--- src/rtl/input_unit_pkg.sv ---
// Shared router definitions used by the input unit: flit field widths, port count and info codes.
package input_unit_pkg;

   localparam int ROUTER_INFO_WIDTH = 3;
   localparam int ROUTER_ADDR_WIDTH = 8;
   localparam int DIRECTION         = 5;

   typedef enum logic [ROUTER_INFO_WIDTH-1:0] {
      INFO_DATA  = 3'd0,
      INFO_CALC  = 3'd1,
      INFO_WRITE = 3'd2,
      INFO_READ  = 3'd3
   } router_info_e;

   function automatic int ptr_width(input int depth);
      return $clog2(depth) + 1;
   endfunction

endpackage

--- src/rtl/input_fifo.sv ---
// Flit FIFO for one router input port: storage, wrap-bit pointers, full/empty and occupancy.
module input_fifo
   import input_unit_pkg::*;
#(
   parameter int DEPTH = 4,
   parameter int WIDTH = 64
) (
   input  logic                        clk,
   input  logic                        rst,
   input  logic                        i_push,
   input  logic [WIDTH-1:0]            i_data,
   input  logic                        i_pop,
   output logic                        o_full,
   output logic                        o_empty,
   output logic [WIDTH-1:0]            o_head,
   output logic [ptr_width(DEPTH)-1:0] o_occupancy
);

   localparam int PW = ptr_width(DEPTH);
   localparam int AW = PW - 1;

   logic [WIDTH-1:0] r_mem [DEPTH];
   logic [PW-1:0]    r_wr_ptr;
   logic [PW-1:0]    r_rd_ptr;
   logic             w_do_push;
   logic             w_do_pop;

   // Pointers carry an extra wrap bit so full and empty are distinguishable.
   assign o_empty     = (r_wr_ptr == r_rd_ptr);
   assign o_full      = (r_wr_ptr[AW-1:0] == r_rd_ptr[AW-1:0]) && (r_wr_ptr[AW] != r_rd_ptr[AW]);
   assign o_occupancy = r_wr_ptr - r_rd_ptr;
   assign o_head      = r_mem[r_rd_ptr[AW-1:0]];
   assign w_do_push   = i_push && !o_full;
   assign w_do_pop    = i_pop && !o_empty;

   // NOTE: sequential state uses non-blocking assignments so every register samples pre-edge values.
   always_ff @(posedge clk or posedge rst) begin
      if (rst) begin
         r_wr_ptr <= '0;
         r_rd_ptr <= '0;
      end else begin
         if (w_do_push) r_wr_ptr <= r_wr_ptr + 1'b1;
         if (w_do_pop)  r_rd_ptr <= r_rd_ptr + 1'b1;
      end
   end

   // NOTE: storage has no reset; entries are only visible between the pointers, so stale data is harmless.
   always_ff @(posedge clk) begin
      if (w_do_push) r_mem[r_wr_ptr[AW-1:0]] <= i_data;
   end

endmodule

--- src/rtl/input_unit.sv ---
// Router input port: FIFO, head decode, multicast grant tracking and unroutable-flit drop.
// Optional drop counter output enabled by defining INPUT_UNIT_DROP_CNT_EN.
module input_unit
   import input_unit_pkg::*;
#(
   parameter int DEPTH      = 4,
   parameter int FLIT_WIDTH = 64
) (
   input  logic                         clk,
   input  logic                         rst,
   input  logic                         in_valid,
   input  logic [FLIT_WIDTH-1:0]        in_data,
   output logic                         in_ready,
   output logic                         rc_en,
   output logic [ROUTER_INFO_WIDTH-1:0] route_info,
   output logic [ROUTER_ADDR_WIDTH-1:0] route_addr,
   input  logic [DIRECTION-1:0]         route_port,
   output logic [DIRECTION-1:0]         sa_req,
   input  logic [DIRECTION-1:0]         sa_grant,
   output logic [FLIT_WIDTH-1:0]        out_data,
   output logic                         out_pop,
   output logic                         drop,
`ifdef INPUT_UNIT_DROP_CNT_EN
   output logic [$clog2(DEPTH):0]       occupancy,
   output logic [15:0]                  drop_cnt
`else
   output logic [$clog2(DEPTH):0]       occupancy
`endif
);

   localparam int INFO_MSB = FLIT_WIDTH - 1;
   localparam int INFO_LSB = INFO_MSB - ROUTER_INFO_WIDTH + 1;
   localparam int ADDR_MSB = INFO_LSB - 1;
   localparam int ADDR_LSB = ADDR_MSB - ROUTER_ADDR_WIDTH + 1;

   logic                  w_full;
   logic                  w_empty;
   logic [FLIT_WIDTH-1:0] w_head;
   logic [DIRECTION-1:0]  w_grant;
   logic                  w_unroutable;
   logic                  w_retire;
   logic [DIRECTION-1:0]  r_served;

   input_fifo #(
      .DEPTH (DEPTH),
      .WIDTH (FLIT_WIDTH)
   ) u_fifo (
      .clk         (clk),
      .rst         (rst),
      .i_push      (in_valid),
      .i_data      (in_data),
      .i_pop       (w_retire),
      .o_full      (w_full),
      .o_empty     (w_empty),
      .o_head      (w_head),
      .o_occupancy (occupancy)
   );

   assign in_ready   = !w_full;
   assign rc_en      = !w_empty;
   assign route_info = w_head[INFO_MSB:INFO_LSB];
   assign route_addr = w_head[ADDR_MSB:ADDR_LSB];
   assign out_data   = w_head;

   // Only outputs still owed to the head are requested; stray grants are masked off.
   assign sa_req       = rc_en ? (route_port & ~r_served) : '0;
   assign w_grant      = sa_grant & sa_req;
   assign w_unroutable = (route_port == '0);
   assign out_pop      = rc_en && !w_unroutable && ((r_served | w_grant) == route_port);
   assign drop         = rc_en && w_unroutable;
   assign w_retire     = out_pop || drop;

   always_ff @(posedge clk or posedge rst) begin
      if (rst)           r_served <= '0;
      else if (w_retire) r_served <= '0;
      else               r_served <= r_served | w_grant;
   end

`ifdef INPUT_UNIT_DROP_CNT_EN
   always_ff @(posedge clk or posedge rst) begin
      if (rst)                           drop_cnt <= '0;
      else if (drop && drop_cnt != '1)   drop_cnt <= drop_cnt + 16'd1;
   end
`else
   // Without the counter, drop is still reported on its own output.
`endif

endmodule

--- config.mk ---
export PLATFORM = sky130hd
export DESIGN_NAME = input_unit
export DESIGN_NICKNAME = d
export VERILOG_FILES = /design/src/rtl/input_unit_pkg.sv /design/src/rtl/input_fifo.sv /design/src/rtl/input_unit.sv
export SDC_FILE = /design/constraint.sdc
export NUM_CORES = 1
export LEC_CHECK = 0
export ABC_AREA = 1
export CORE_UTILIZATION = 48
export DETAILED_ROUTE_END_ITERATION = 10
export GPL_ROUTABILITY_DRIVEN = 0
export PLACE_DENSITY = 0.75
export SYNTH_ARGS = -nofsm -noshare
export SYNTH_HDL_FRONTEND = slang
export SYNTH_HIERARCHICAL = 1
export SYNTH_SLANG_ARGS = --single-unit
--- constraint.sdc ---
create_clock -name clk -period 4.2 [get_ports clk]
set_input_delay 0.84 -clock clk [delete_from_list [all_inputs] [get_ports clk]]
set_output_delay 0.84 -clock clk [all_outputs]
set_load 0.01 [all_outputs]
==> flow_summary.ini <==
[die]
die_h_um = 149
start_util_pct = 49.3
coreArea_mm2 = 0.0212
rows = 53
die-area_mm2 = 0.0223
ios = 164
die_w_um = 149

[synthesis]
ys_seq_area_share_pct = 76.3
synthAdderAreaFrac_pct = 1.03
synthTopCellsByArea = edfxtp_1, nor2_1, o21ai_0
mappedNetlistNets = 844
synthSimpleGateAreaFrac_pct = 7.27
netlist_area_mm2 = 0.0104
synth_area_per_cell_um2 = 13.7
synthTopCellsByCount = edfxtp_1, nor2_1, o21ai_0
synthMuxAreaShare_pct = 0
synth_top_family_by_area = compound AO/OA/AOI/OAI gates
synth_top_area_cell = edfxtp_1
ys_async_sr_fraction_pct = 4.12
synthDistinctLibCells = 24
synth.most_common_cell = edfxtp_1
synth_edf_count = 256
synth_xor_area_share_pct = 0.168
synth.ff_latch_count = 267
synth_top_area_share_pct = 73.7
ys_warn_count = 6
syn_inst = 759
synth_compound_area_share_pct = 10.5
synth_flop_cell = edfxtp_1

[critical_path]
rr_worst_depth = 7
startpoint_type = flop
regToRegSetupSlack_ns = 1.55
end_kind = primary output
r2r_end = u_fifo/r_mem[3][32]$_DFFE_PP_
critPathMaxFanout = 23
crit_type = reg2out
reg2reg_from = u_fifo/r_rd_ptr[0]$_DFFE_PP0P_
required_ns = 3.36
worstPathArrival_ns = 3.05

[timing]
final_max_slew_viol_count = 0
tightest_slew_ns = 0.763
period_share_pct = 92.5
finalHoldViolations = 0
rsz0062_at_grt = no
hold-worst-slack_ns = 0.515
fin_skew_ns = 0.0108
final-setup-viol-count = 0
slew_headroom_pct = 49.1
max_freq_mhz = 257
tns_ns = 0
period_needed_ns = 3.89

[cells_and_area]
layout.nets = 992
multi_input_area_mm2 = 0.00200
fin_cells = 1198
n_fill_cell = 1589
antennaDiodeCount = 0
drive_gt1_share_pct = 6.28
area_delta_synth_final_pct = 24.9
seq_area_mm2 = 0.00797

[clock_network]
clockBufferDepth = 3
clkTransAtPathRegs_ns = 0.06
numCtsBuffers = 27
cts_sinks = 267
cts-root-buf = clkbuf_16
worst_skew_pair.late_latency_ns = 0.51
tritoncts = done
h-tree-depth = 1
postCtsResizedCells = 0

[routing]
wire_per_inst_um = 17.9
drc = 0
drt-initial-drc-count = 339
drt_pass1_iterations = 5
postRouteAntennaNets = 0
viasPerCell = 5.34
wirelength_um = 21500
vias = 6397

[status]
status = completed

[hold_path]
whs_endpoint = r_served[3]$_DFF_PP0_
min_from = r_served[3]$_DFF_PP0_
hold_path.class = reg2reg
holdPathStages = 2

[placed_design]
dp.cells = 1152
portBuffers = 163
dp_hpwl_um = 11600

[power_and_ir_drop]
leakagePower_uw = 0.00446
ir_worst_vdd_v = 0.000454
cellPowerDensity_mw_per_mm2 = 743

[global_route]
gr-total-overflow = 0
grtUsageTotal_pct = 19.0
antenna_found_initial = 0
grt_pass1_wl_um = 32700
grt_pass1_vias = 6266
grt_max_degree = 90

[flow_run]
cap_violations = 0
==> logic make-up (layout without fill, tap and decap cells) <==
logic type               count (synthesis)  in the layout
flip-flops                             267            267
AO/OA/AOI/OAI                          202            202
AND/OR/NAND/NOR                        194            194
buffers and inverters                   86            250
adder cells (fa/ha/maj)                  8              8
XOR/XNOR                                 2              2
==> flip-flops by register name, indices dropped and copies added, names as in the netlist <==
register and cells:
u_fifo/r_mem 256, u_fifo/r_wr_ptr 3, u_fifo/r_rd_ptr 3, r_served 5
==> stage by stage <==
stage	utilization (%)	worst slack, ns	power [µW]	instance area (µm²)
floorplan	-	-0.398	5950	10400
global placement	57.7	0.800	7500	12200
detailed placement	57.7	0.738	7570	12200
CTS	61.5	0.191	9740	13000
global route	61.6	0.0700	10200	13000
finish	61.6	0.313	9690	13000
==> power breakdown <==
group          internal (µW)  switching [µW]
combinational           1650            2110
clock                   1230             929
sequential              3570             195
total                   6450            3240
==> worst max path at each step <==
stage	from	end	slack, ns	cells after the start
floorplan	u_fifo/r_rd_ptr[1]$_DFFE_PP0P_	u_fifo/r_mem[0][0]$_DFFE_PP_	-0.40	9
global placement	u_fifo/r_rd_ptr[0]$_DFFE_PP0P_	out_pop	0.80	11
detailed placement	u_fifo/r_rd_ptr[0]$_DFFE_PP0P_	out_pop	0.74	11
CTS	u_fifo/r_rd_ptr[0]$_DFFE_PP0P_	out_pop	0.19	11
global route	u_fifo/r_rd_ptr[0]$_DFFE_PP0P_	out_pop	0.07	11
finish	u_fifo/r_rd_ptr[0]$_DFFE_PP0P_	out_pop	0.31	11
==> layer usage <==
layer / vias to the layer above / track usage, % / part of all wire, % / routed length (µm)
li1: 3064 / - / - / -
met1: 3091 / 24.1 / 41 / 8760
met2: 215 / 33.0 / 50 / 10800
met3: 27 / 3.87 / 7.3 / 1560
met4: 0 / 5.56 / 1.4 / 293
met5: - / 0 / 0 / 0
==> placed cells by master, fill, tap and decap left out, types with 2 or more instances in the layout <==
master,netlist,routed
ha_1,7,7
dfrtp_1,11,9
clkinv_1,0,7
nor2_1,147,144
clkbuf_1,16,3
clkinv_4,0,2
edfxtp_1,256,256
nand2_1,32,32
a21oi_1,7,7
o22ai_1,64,64
inv_1,27,26
buf_4,12,3
o21ai_1,47,47
inv_2,3,3
clkbuf_16,0,27
o21ai_0,84,84
buf_12,0,6
clkinvlp_4,0,2
nor3_1,3,3
clkinv_2,1,4
clkdlybuf4s50_1,0,163
nor2_4,0,3
nand3_1,10,10
==> repair_timing <==
action | CTS | global route
hold buffers | 0 | 0
hold endpoints to repair | 0 | 0
setup buffers | 0 | 1
setup endpoints to repair | 0 | 1
==> final cells by class <==
class / instances / share of cell area (%)
inverters: 32 / 0.960
clock inverters: 15 / 0.826
well taps: 275 / 2.64
clock buffers: 30 / 5.27
multi-input cells: 406 / 15.3
flip-flops and latches: 267 / 61.1
repair buffers: 173 / 13.8
==> worst max-delay path: stages, from the launching register on <==
cell and delay, ns:
dfrtp_4 0.63, ha_1 0.37, nand2_1 0.09, clkinv_2 0.05, nand3_1 0.15, inv_1 0.19, o21ai_1 0.17, nand2_1 0.06
nor2_1 0.11, nand3_2 0.12, inv_1 0.06, clkdlybuf4s50_1 0.52
Power figures use the tool's default switching activity.
